`config.mk`:
```
export PLATFORM = sky130hd
export DESIGN_NAME = shift_chain_arb_ctrl
export DESIGN_NICKNAME = d
export VERILOG_FILES = /design/src/rtl/shift_chain_pkg.sv /design/src/rtl/shift_chain.sv /design/src/rtl/shift_chain_arb_ctrl.sv
export SDC_FILE = /design/constraint.sdc
export NUM_CORES = 1
export LEC_CHECK = 0
export BUFFER_PORTS_ARGS = -buffer_cell sky130_fd_sc_hd__buf_2
export CORE_ASPECT_RATIO = 1.25
export CORE_MARGIN = 5
export CORE_UTILIZATION = 26
export DETAILED_ROUTE_END_ITERATION = 10
export PLACE_DENSITY = 0.41
export SLEW_MARGIN = 20
export SYNTH_ARGS = -nofsm -noshare
export SYNTH_HDL_FRONTEND = slang
export SYNTH_SLANG_ARGS = --single-unit
```
`constraint.sdc`:
```
create_clock -name clk -period 1.3 [get_ports clk]
set_input_delay 0.065 -clock clk [delete_from_list [all_inputs] [get_ports clk]]
set_output_delay 0.065 -clock clk [all_outputs]
set_load 0.01 [all_outputs]
```
`src/rtl/shift_chain_pkg.sv`:
```
`default_nettype none
// ============================================================================
// Module      : shift_chain_pkg
// Description : State encoding and requester indices for the shared shift chain
// Revision    : 1.0 - initial release
// ============================================================================
package shift_chain_pkg;

  typedef enum logic [1:0] {
    IDLE  = 2'd0,
    SHIFT = 2'd1,
    DRAIN = 2'd2
  } state_t;

  localparam logic REQ0 = 1'b0;
  localparam logic REQ1 = 1'b1;

endpackage
`default_nettype wire

```
`src/rtl/shift_chain.sv`:
```
`default_nettype none
// ============================================================================
// Module      : shift_chain
// Description : DEPTH-stage serial data+valid delay line with async clear
// Revision    : 1.0 - initial release
// ============================================================================
module shift_chain #(
  parameter int DEPTH = 4
) (
  input  logic clk,
  input  logic rst_n,
  input  logic din,
  input  logic din_valid,
  output logic dout,
  output logic dout_valid
);

  logic [DEPTH-1:0] r_data;
  logic [DEPTH-1:0] r_vld;

  always_ff @(posedge clk or negedge rst_n) begin
    if (!rst_n) begin
      r_data <= '0;
      r_vld  <= '0;
    end else begin
      r_data[0] <= din;
      r_vld[0]  <= din_valid;
      for (int i = 1; i < DEPTH; i++) begin
        r_data[i] <= r_data[i-1];
        r_vld[i]  <= r_vld[i-1];
      end
    end
  end

  assign dout       = r_data[DEPTH-1];
  assign dout_valid = r_vld[DEPTH-1];

endmodule
`default_nettype wire

```
`src/rtl/shift_chain_arb_ctrl.sv`:
```
`default_nettype none
// ============================================================================
// Module      : shift_chain_arb_ctrl
// Description : Round-robin arbiter feeding one granted word LSB-first into a
//               shared serial chain, then draining it and pulsing done
// Revision    : 1.0 - initial release
// ============================================================================
module shift_chain_arb_ctrl
  import shift_chain_pkg::*;
#(
  parameter int WIDTH = 8,
  parameter int DEPTH = 4
) (
  input  logic             clk,
  input  logic             rst_n,
  input  logic [1:0]       req,
  input  logic [WIDTH-1:0] data0,
  input  logic [WIDTH-1:0] data1,
  output logic [1:0]       gnt,
  output logic             owner,
  output logic             busy,
  output logic             sout,
  output logic             sout_valid,
  output logic             done
);

  localparam int BW = $clog2(WIDTH + 1);
  localparam int DW = $clog2(DEPTH + 1);
  localparam logic [BW-1:0] c_BIT_LAST = BW'(WIDTH - 1);
  localparam logic [DW-1:0] c_DRN_LAST = DW'((DEPTH > 1) ? (DEPTH - 2) : 0);

  state_t           r_state;
  state_t           w_state_nxt;
  logic [WIDTH-1:0] r_word;
  logic [BW-1:0]    r_bcnt;
  logic [DW-1:0]    r_dcnt;
  logic             r_last;
  logic [1:0]       r_gnt;
  logic             r_owner;
  logic             r_busy;
  logic             r_done;
  logic             w_grant;
  logic             w_winner;
  logic             w_push;

  always_comb begin
    w_grant     = (r_state == IDLE) && (req != 2'b00);
    w_push      = (r_state == SHIFT);
    w_winner    = REQ0;
    w_state_nxt = r_state;
    case (req)
      2'b01:   w_winner = REQ0;
      2'b10:   w_winner = REQ1;
      2'b11:   w_winner = ~r_last;
      default: w_winner = REQ0;
    endcase
    case (r_state)
      IDLE:  if (w_grant) w_state_nxt = SHIFT;
      SHIFT: begin
        if (r_bcnt == c_BIT_LAST) begin
          // With a single stage the last bit is already at the output
          if (DEPTH == 1) w_state_nxt = IDLE;
          else            w_state_nxt = DRAIN;
        end
      end
      DRAIN: if (r_dcnt == c_DRN_LAST) w_state_nxt = IDLE;
      default: w_state_nxt = IDLE;
    endcase
  end

  always_ff @(posedge clk or negedge rst_n) begin
    if (!rst_n) r_state <= IDLE;
    else        r_state <= w_state_nxt;
  end

  always_ff @(posedge clk or negedge rst_n) begin
    if (!rst_n) begin
      r_word  <= '0;
      r_bcnt  <= '0;
      r_dcnt  <= '0;
      r_last  <= REQ1;
      r_gnt   <= 2'b00;
      r_owner <= REQ0;
      r_busy  <= 1'b0;
      r_done  <= 1'b0;
    end else begin
      r_gnt  <= 2'b00;
      r_busy <= (r_state != IDLE) || w_grant;
      r_done <= (r_state != IDLE) && (w_state_nxt == IDLE);
      if (w_grant) begin
        r_gnt   <= (w_winner == REQ1) ? 2'b10 : 2'b01;
        r_owner <= w_winner;
        r_last  <= w_winner;
        r_word  <= (w_winner == REQ1) ? data1 : data0;
        r_bcnt  <= '0;
      end
      if (w_push) begin
        r_word <= {1'b0, r_word[WIDTH-1:1]};
        r_bcnt <= r_bcnt + BW'(1);
        r_dcnt <= '0;
      end
      if (r_state == DRAIN) r_dcnt <= r_dcnt + DW'(1);
    end
  end

  shift_chain #(.DEPTH(DEPTH)) u_chain (
    .clk        (clk),
    .rst_n      (rst_n),
    .din        (r_word[0]),
    .din_valid  (w_push),
    .dout       (sout),
    .dout_valid (sout_valid)
  );

  assign gnt   = r_gnt;
  assign owner = r_owner;
  assign busy  = r_busy;
  assign done  = r_done;

endmodule
`default_nettype wire

```
After elaboration in Yosys (flattened, before gate mapping)
Cells that the tools add are included.
{"block": "op_classes", "n_addsub": 2, "eq_ne": 6, "n_mux": 14, "n_bitwise": 1, "n_reduce_logical": 9}
{"op": "8-bit two-way mux", "count": 3}
{"op": "2-bit two-way mux", "count": 5}
{"op": "4-bit two-way mux", "count": 2}
{"op": "2-bit nonzero test", "count": 4}
{"op": "2-bit == test (second input constant)", "count": 3}
{"op": "3-bit two-way mux", "count": 2}
{"op": "2-bit one-hot mux with 3 select lines", "count": 1}
{"op": "4-bit by 1-bit adder with 4-bit output (second input constant)", "count": 1}
{"op": "4-bit by 3-bit == test with 1-bit output (second input constant)", "count": 1}
{"op": "2-bit zero test", "count": 2}
{"op": "3-bit by 1-bit adder with 3-bit output (second input constant)", "count": 1}
{"op": "3-bit by 2-bit == test with 1-bit output (second input constant)", "count": 1}
{"op": "2-bit by 1-bit == test with 1-bit output (second input constant)", "count": 1}
{"op": "1-bit logical AND", "count": 2}
{"op": "1-bit one-hot mux with 2 select lines", "count": 1}
{"op": "1-bit logical OR", "count": 1}
{"op": "1-bit inverter", "count": 1}
{"block": "totals", "regBits": 31, "inputBits": 20, "output_inout_bits": 7, "wordCells": 43}

Logic depth before layout (Yosys ltp)
Gate-level depths: netlist of run 1.
{"block": "depth", "word_depth": 6, "depth_mapped": 7, "ltp_nobuf": 5}

Cells and area by module
From an unflattened synthesis of run 1, not the netlist that was laid out.
{"block": "hier_totals", "cells_unflattened": 123, "area_unflattened_um2": 1431.4}
{"module": "shift_chain_arb_ctrl", "n_inst": 1, "cells_per_inst": 115, "area_each_um2": 1231.2, "seq_area_each_um2": 576.8}
{"module": "shift_chain", "n_inst": 1, "cells_per_inst": 8, "area_each_um2": 200.2, "seq_area_each_um2": 200.2}

Worst setup path before layout of run 1
No wires, ideal clock.
{"block": "synth_timing", "kind": "register -> register", "startpoint": "reg r_state[0]", "endpoint": "reg r_word[0]", "setup_time_ns": 0.138, "t_arrival_ns": 1.299, "path_slack_ns": -0.137, "stages_incl_launch_ff": 8, "path_buffers": 2, "path_cell_list": "dfrtp_1 -> inv_1 -> ha_1 -> buf_4 -> o21a_2 -> buf_4 -> o31ai_1 -> a21oi_1"}
{"block": "synth_between", "elab_chain_cells": 3, "elab_cells_between_ends": 5}
{"item": "start: declaration", "line_no": "shift_chain_arb_ctrl.sv:32", "text": "state_t r_state;"}
{"item": "start signal: assignment", "line_no": "shift_chain_arb_ctrl.sv:73", "text": "else r_state <= w_state_nxt;"}
{"item": "2-bit zero test", "line_no": "shift_chain_arb_ctrl.sv:47", "text": "w_grant = (r_state == IDLE) && (req != 2'b00);"}
{"item": "1-bit logical AND", "line_no": "shift_chain_arb_ctrl.sv:47"}
{"item": "2-bit nonzero test (no line)"}
{"item": "end signal: assignment", "line_no": "shift_chain_arb_ctrl.sv:94", "text": "r_word <= (w_winner == REQ1) ? data1 : data0;"}
{"item": "end signal: assignment", "line_no": "shift_chain_arb_ctrl.sv:98", "text": "r_word <= {1'b0, r_word[WIDTH-1:1]};"}
{"item": "end: declaration", "line_no": "shift_chain_arb_ctrl.sv:34", "text": "logic [WIDTH-1:0] r_word;"}
Several ways; a longest one is shown, not always the timed one.
A chain may end at the register's enable or synchronous reset.

Worst setup path after layout of run 1
{"block": "layout_timing", "startpoint": "reg r_state[0]", "endpoint": "reg r_done (netlist: done)"}
{"block": "layout_between", "elab_cells_between_ends": 11}
{"item": "2-bit by 1-bit == test with 1-bit output"}
{"item": "named net u_chain.din_valid", "line_no": "shift_chain.sv:13", "text": "input logic din_valid,"}
{"item": "2-bit one-hot mux with 3 select lines", "line_no": "shift_chain_arb_ctrl.sv:57", "text": "case (r_state)"}
{"item": "2-bit zero test", "line_no": "shift_chain_arb_ctrl.sv:89", "text": "r_done <= (r_state != IDLE) && (w_state_nxt == IDLE);"}
{"item": "1-bit logical AND", "line_no": "shift_chain_arb_ctrl.sv:89"}
{"item": "end signal: assignment", "line_no": "shift_chain_arb_ctrl.sv:89"}
{"item": "end: declaration", "line_no": "shift_chain_arb_ctrl.sv:41", "text": "logic r_done;"}
The timed path passes the listed nets, and every way through them passes these cells.

==> results by stage, run 1 <==
Outcome:
- The flow ran to the end, but the final reports show violations.
- The final reports fail on setup timing.

Power and ir drop:
- Sequential cells burn 30.6% of the power.
- The combinational share of power is 55.1%.
- Of the total power, the clock network draws 14.3%.
- The net switching power figure is 0.00198 W.
- Of the total power, the share spent switching nets is 36.7%.
- For this design the ratio of total power to cell area is 2380 mW/mm2.
- The leakage component of the power is 1.00 nW.
- Cell internal power was estimated by the tool at 0.00341 W.
- The largest voltage drop on the vdd net is 0.872 mV.

Logic synthesis:
- The fraction of synthesis flops using an asynchronous set or reset pin is 100%.
- Averaged over all synthesized cells, the footprint is 11.5 um2.
- The Yosys step of the flow raised 0 warnings.
- The number of flops mapped to enable cells by yosys is 0.
- Synthesis inferred 31 register bits.
- The combined area of all synthesized cells is 0.00145 mm2.
- Of the synthesized area, sequential elements account for 53.7%.
- The number of library cell types mapped by synthesis is 33.
- Synthesis handed over a netlist of 126 instances.
- The number of nets in the synthesized netlist is 153.
- The most frequently used flop master after synthesis is sky130_fd_sc_hd__dfrtp_1.

STA:
- The worst setup margin is -0.0513 ns.
- Setup violations remaining at the end of the flow were counted as 13.
- Setup repair after global routing could not meet its margin everywhere.
- For the pin with the worst max-slew slack, the measured transition is 0.418 ns.
- The final number of hold-violating endpoints is 0.
- The number of pins exceeding their max-slew limit in the final report was 0.
- Headroom to the max-slew limit came out at 72.1%.
- After layout, the minimum clock period comes to 1.35 ns.
- Based on the critical path, the design can be clocked at up to 740 MHz.
- The part of the cycle the worst path needs is 104%.
- The clock skew after layout is 0.00643 ns.

Worst setup path:
- The type of origin of the critical path is a flip-flop.
- The count of cell instances traversed by the critical path is 5.
- STA puts the critical path data arrival time at 1.57 ns.
- For this run, the slowest stage of the critical path takes 0.44 ns.
- For the worst flop-to-flop path, the logic depth is 5.
- The worst setup path is of the reg2reg kind.
- The signal on the critical path passes through ha_4, buf_6, and3b_1, a32oi_1, o311a_1.
- The last element of the critical path is done.
- Along the worst path, the maximum fanout reaches 4.
- At the worst endpoint, the required time is 1.52 ns.
- The number of buffer and inverter instances along the worst setup path is 1.
- The worst setup path is captured at a flip-flop.
- The end of the worst register-to-register path is done.
- The slowest cell on the critical path is sky130_fd_sc_hd__dfrtp_2.
- The launch point of the worst reg-to-reg path is r_state[0].
- The timing startpoint of the critical path is r_state[0].
- Grouping stages by cell kind, the critical path spends the most delay in flip-flops.
- The worst register-to-register path has a setup slack of -0.05 ns.

Place:
- The pre-CTS worst setup slack is -0.125 ns.
- The estimated wirelength of the detail-placed design is 2500 um.
- The weighted congestion reported at the end of routability-driven placement is 0.878.
- After detailed placement, the total cell area comes to 0.00181 mm2.
- Port buffering added 26 buffers.

Route:
- The post-detailed-route DRC marker count is 0.
- The detailed router placed 1,220 vias in this run.
- Wires add up to 3780 um.
- The first TritonRoute pass finished after 4 iterations.
- After the first detailed-routing iteration, the DRC count stood at 42.
- The detail route stage leaves a number of antenna-violating nets equal to 0.
- The via-per-instance ratio is 4.96.
- After detailed routing, the average wire length per cell comes to 15.3 um.

Clock network:
- The clock root buffer is sky130_fd_sc_hd__clkbuf_8.
- TritonCTS built the clock tree.
- The later pin in the worst-skew pair is clocked with a latency of 0.28 ns.
- TritonCTS created 5 clock buffers.
- For this design, the sink count on the clock tree is 31.
- The number of H-tree levels is 2.
- The CTS clock-pin slew for the worst setup and hold paths is 0.06 ns.
- The longest clock path from root to sink contains 2 buffers.

Global routing:
- The global-route wire length before repair is 5930 um.
- Global routing used 10.5% of the available tracks.
- The total overflow left after global routing is 0.
- The number of antenna violations at the first check in global routing is 0.
- The pin count of the biggest net entering global routing is 24.
- The number of global-route vias before repair is 1,266.

Finish:
- The share of the core filled with cells is 41.9%.
- Leaving out fill and tap cells, the most frequent cells in the layout are sky130_fd_sc_hd__dfrtp_1, sky130_fd_sc_hd__buf_2, sky130_fd_sc_hd__buf_4.
- The most common cell after layout, fill and taps aside is sky130_fd_sc_hd__dfrtp_1.
- The net count reported at finish is 208.
- The post-synthesis to final-layout area growth is 56.4%.
- The number of antenna diodes in the final layout is 0.
- The share of final-layout standard cells stronger than drive strength 1 is 58.2%.
- The finished cells cover 0.00226 mm2.

Floorplanning:
- After floorplanning, the core was sized to cover 0.00541 mm2.
- Measured along the y axis, the die boundary spans 93.4 um.
- The width of the die is 76.7 um.
- Once the floorplan was initialized, standard cells occupied 26.8% of the core.
- The floorplan step defined a die boundary enclosing 0.00717 mm2.
- The top-level port count is 27.
- The floorplan has 30 rows.

Hold path:
- The class of the tightest hold or removal check is in2reg.

Run:
- Max-cap violations in this run came to 0.
==> registers in the layout, indices dropped and copies added (netlist names) <==
| name | cells |
|---|---|
| r_word | 8 |
| r_bcnt | 4 |
| u_chain.r_data | 4 |
| u_chain.r_vld | 4 |
| r_dcnt | 3 |
| gnt | 2 |
| r_state | 2 |
| busy | 1 |
| done | 1 |
| owner | 1 |
| r_last | 1 |
==> cell families (layout without fill, tap and decap cells) <==
logic type	Yosys count	count (layout)	share of synthesized area, %
flip-flops	31	31	53.7
AO/OA/AOI/OAI	39	39	19.8
multiplexers	4	4	2.94
adder cells (fa/ha/maj)	7	7	6.05
buffers and inverters	14	70	5.44
AND/OR/NAND/NOR	31	31	12.1
==> Yosys cell counts (3+ instances only) <==
library cell / number / area (um2)
sky130_fd_sc_hd__a21oi_1: 10 / 50.1
sky130_fd_sc_hd__buf_2: 3 / 15.0
sky130_fd_sc_hd__dfrtp_1: 30 / 751
sky130_fd_sc_hd__ha_1: 7 / 87.6
sky130_fd_sc_hd__inv_1: 7 / 26.3
sky130_fd_sc_hd__nand2_1: 4 / 15.0
sky130_fd_sc_hd__nand2b_1: 7 / 43.8
sky130_fd_sc_hd__nor2_1: 6 / 22.5
sky130_fd_sc_hd__nor2b_1: 4 / 25.0
sky130_fd_sc_hd__nor3_1: 3 / 15.0
sky130_fd_sc_hd__o21ai_0: 3 / 15.0
sky130_fd_sc_hd__o31ai_1: 7 / 52.6
sky130_fd_sc_hd__o32ai_1: 7 / 61.3
==> power groups by stage <==
stage / sequential [W] / combinational [W] / clock [W]
6_report: 0.00165 / 0.00297 / 0.000772
5_1_grt: 0.00170 / 0.00321 / 0.000840
4_1_cts: 0.00159 / 0.00221 / 0.000811
3_5_place_dp: 0.00158 / 0.00191 / 0
3_3_place_gp: 0.00157 / 0.00187 / 0
2_1_floorplan: 0.00159 / 0.00121 / 0
==> timing repair <==
action | CTS | global route
endpoints found under the setup margin | 15 | 19
hold buffers | 1 | 0
endpoints found under the hold margin | 14 | 0
gates resized for setup | 20 | 32
gates cloned | 0 | 2
pin swaps | 3 | 4
buffers inserted | 3 | 2
==> how the worst min path moves through the flow <==
| stage | from | to | slack, ns | cells past startpoint |
|---|---|---|---|---|
| after global routing | req[0] | r_last | 0.04 | 2 |
| final | req[0] | r_last | 0.04 | 2 |
| after CTS | req[0] | r_last | 0.03 | 2 |
| after floorplan | rst_n | busy | -0.23 | 0 |
| after detailed placement | rst_n | r_dcnt[2] | 0.03 | 1 |
| after global placement | rst_n | r_dcnt[2] | 0.03 | 1 |
==> metrics by stage <==
stage / hold slack (ns) / setup TNS, ns / total power [W] / std cells
global placement: 0.0331 / -0.305 / 0.00344 / 230
detailed placement: 0.0266 / -0.760 / 0.00349 / 230
floorplan: -0.231 / -0.485 / 0.00279 / 126
global route: 0.0378 / -1.19 / 0.00575 / 246
CTS: 0.0253 / -0.553 / 0.00462 / 242
finish: 0.0399 / -0.296 / 0.00539 / 246
==> metal layers <==
metal / wire [um] / track usage (%) / vias up
li1: - / - / 575
met1: 1650 / 12.6 / 614
met2: 1880 / 16.6 / 26
met3: 177 / 3.47 / 5
met4: 72 / 5.54 / 0
met5: 0 / 0 / -
==> layout make-up <==
| class | count | area [um2] |
|---|---|---|
| clock buffers | 7 | 86.3 |
| clock inverters | 1 | 5.00 |
| fillers | 530 | 3140 |
| inverters | 7 | 26.3 |
| multi-input cells | 81 | 855 |
| flip-flops and latches | 31 | 778 |
| well taps | 64 | 80.1 |
| repair buffers | 55 | 434 |
Power figures use the tool's default switching activity.
==> inputs of run 2 (changes only) <==
--- a/config.mk
+++ b/config.mk
@@ -10,7 +10,7 @@
 export CORE_MARGIN = 5
 export CORE_UTILIZATION = 26
 export DETAILED_ROUTE_END_ITERATION = 10
-export PLACE_DENSITY = 0.41
+export PLACE_DENSITY = 0.39
 export SLEW_MARGIN = 20
 export SYNTH_ARGS = -nofsm -noshare
 export SYNTH_HDL_FRONTEND = slang
==> constraint.sdc (replaced) <==
create_clock -name clk -period 1.7 [get_ports clk]
set_input_delay 0.085 -clock clk [delete_from_list [all_inputs] [get_ports clk]]
set_output_delay 0.085 -clock clk [all_outputs]
set_load 0.01 [all_outputs]
==> results by stage, run 2 (synthesis gave the netlist of run 1 again) <==
STA:
- The transition at the pin with the smallest max-transition slack is 0.716 ns.
- The final number of hold-violating endpoints is 0.
- The clock skew after layout is 0.00593 ns.
- Setup repair after global routing left no endpoint under its margin.
- The number of endpoints failing setup at the final stage is 0.
- The number of pins exceeding their max-slew limit in the final report is 0.
- The maximum operating frequency is 638 MHz.
- Subtracting the final worst setup slack from the clock period gives 1.57 ns.
- In the final timing run, aggregate negative setup slack is 0 ns.
- In the finished design, the share of the clock period the worst path needs comes to 92.2%.
- The worst slew slack as a fraction of its limit is 52.3%.

Clock network:
- The clock root buffer is sky130_fd_sc_hd__clkbuf_8.
- The CTS tree is yes.
- The H-tree generated during clock tree synthesis spans 2 levels.
- For this design, the sink count on the clock tree is 31.
- The clock latency on the worst-skew pair is 0.27 ns.
- The CTS clock-pin slew for the worst setup and hold paths is 0.07 ns.
- In this run, CTS created clock tree buffers numbering 5.
- The maximum count of clock buffers along a single path is 2.

Outcome:
- The run finished with clean final reports.

Finish:
- More flip-flops sit in one register than any other, and that register is r_word.
- The share of the core filled with cells is 32.6%.
- The share of final-layout standard cells stronger than drive strength 1 is 27.8%.
- The most common cell after layout, fill and taps aside is sky130_fd_sc_hd__dfrtp_1.
- The register with the most flip-flops in the layout has 8 of them.
- In the layout the commonest cells are sky130_fd_sc_hd__dfrtp_1, sky130_fd_sc_hd__buf_2, sky130_fd_sc_hd__a21oi_1.
- The antenna diode count is 0.
- The number of filler instances in the final layout is 584.
- The post-synthesis to final-layout area growth is 21.6%.
- The final layout contains 184 nets.

Place:
- During placement, the flow inserted port buffers numbering 26.
- The weighted congestion reported at the end of routability-driven placement is 0.771.
- The estimated wirelength of the detail-placed design is 2220 um.

Worst setup path:
- The critical path is of the reg2reg type.
- In this run the worst path has a maximum fanout of 22.
- The maximum single-stage delay on the critical path is 0.41 ns.
- The number of buffer and inverter instances along the worst setup path is 2.
- The critical path required time is 1.90 ns.
- The launch point of the worst reg-to-reg path is r_state[1].
- Tracing the worst setup path back leads to its startpoint at r_state[1].
- The arrival time of data at the critical path endpoint is 1.77 ns.
- The largest individual stage delay along the critical path comes from the cell sky130_fd_sc_hd__dfrtp_1.
- The critical path goes through inv_1, ha_1, buf_12, mux2_2, a21oi_1.
- The sort of element at the end of the critical path is a flip-flop.
- The family with the most delay on the worst path is flip-flops.
- STA classifies the critical path startpoint as a flip-flop.

Floorplanning:
- The area of the die is 0.00717 mm2.
- The initial utilization of the core area, before any placement, comes to 26.8%.
- The height of the die is 93.4 um.
- The top-level port count is 27.
- The width of the die is 76.7 um.
- The floorplan has 30 rows.
- The area inside the core boundary is 0.00541 mm2.

Route:
- The count of routing violations after the opening detailed-route iteration is 45.
- The via-per-instance ratio is 4.82.
- For this block, the routed nets add up to 3060 um of wire.
- Across all layers, the routed design uses 1,070 vias.
- The first detailed-routing pass ran for 4 iterations.
- The average wire per standard cell is 13.8 um.
- The count of nets left with antenna violations once routing finished came out at 0.
- The post-detailed-route DRC marker count is 0.

Power and ir drop:
- Of the total power, registers draw 40.0%.
- The switching power as a share of total power is 34.5%.
- The clock network fraction of design power is 20.9%.
- The net switching power figure is 0.00104 W.
- Cell internal power was estimated by the tool at 0.00198 W.
- The largest voltage drop on the vdd net is 0.615 mV.
- The leakage component of the power is 0.796 nW.
- In this run the power density over the cells is 1710 mW/mm2.
- The combinational share of power is 39.1%.

Global routing:
- The first global-routing pass estimated 5350 um of wire.
- Entering global routing, the biggest net connects 32 pins.
- For this run the aggregate overflow at the end of global routing stands at 0.
- The number of antenna violations at the first check in global routing came to 0.
- The aggregate global-route resource usage is 9.35%.
- The number of global-route vias before repair was 1,175.

Run:
- The number of max-cap violations is 0.

Hold path:
- The worst hold path belongs to the class in2reg.
- In this run the most critical hold path is launched from req[0].
==> run 2: changes by cell type in the layout (fill, tap and decap cells not counted), moves of 4 or more <==
cell / before / now
sky130_fd_sc_hd__ha_1: 1 / 6
sky130_fd_sc_hd__a21oi_2: 6 / 0
sky130_fd_sc_hd__o31ai_1: 0 / 7
sky130_fd_sc_hd__nand2b_4: 6 / 1
sky130_fd_sc_hd__nand2b_1: 2 / 7
sky130_fd_sc_hd__buf_4: 20 / 3
sky130_fd_sc_hd__o32ai_2: 4 / 0
sky130_fd_sc_hd__a21oi_1: 4 / 10
sky130_fd_sc_hd__o31ai_4: 5 / 0
sky130_fd_sc_hd__o32ai_1: 3 / 7
==> run 2: final timing paths <==
check                                   end  slack, ns  cells after the start
max                               r_bcnt[2]       0.13                      5
min                                  r_last       0.04                      2
max reg2reg                       r_bcnt[2]       0.13                      5
min reg2reg                u_chain.r_vld[2]       0.35                      0
max in group asynchronous         r_bcnt[2]       0.83                      2
min in group asynchronous              busy       0.41                      2
==> run 2: timing repair <==
action / 4_1_cts / 5_1_grt
setup buffers: 0 / 0
gates resized for setup: 0 / 1
hold buffers: 1 / 0
endpoints found under the hold margin: 30 / 0
endpoints found under the setup margin: 0 / 8
==> run 2: layout make-up <==
class | count | area (um2) | area share, %
inverter | 7 | 26.3 | 1.49
timing repair buffer | 31 | 183 | 10.4
sequential | 31 | 777 | 44.1
clock buffer | 8 | 100 | 5.69
multi-input combinational | 81 | 594 | 33.8
tap | 64 | 80.1 | 4.55
==> run 2: power by group through the flow <==
stage	logic (W)	registers, W	clock network, W
final	0.00118	0.00121	0.000630
after global routing	0.00135	0.00124	0.000691
after global placement	0.00119	0.00122	0
after floorplan	0.000859	0.00121	0
after CTS	0.00119	0.00121	0.000660
after detailed placement	0.00119	0.00122	0
==> run 2: metal layers <==
layer	global-route usage, %	part of all wire [%]	up-vias
met5	0	0	-
met1	9.90	41	519
met4	4.66	2.6	0
met2	16.5	52	24
li1	-	-	518
met3	2.99	4.7	9
==> run 2: stage by stage <==
step	std cells	hold WS [ns]	cell area (um2)	worst slack, ns	power, W
finish	222	0.0437	1760	0.132	0.00302
global route	222	0.0534	1760	0.0224	0.00328
CTS	222	0.0397	1760	0.0698	0.00306
detailed placement	213	0.191	1650	0.0890	0.00241
global placement	213	0.178	1650	0.149	0.00241
floorplan	126	-0.211	1450	0.263	0.00207
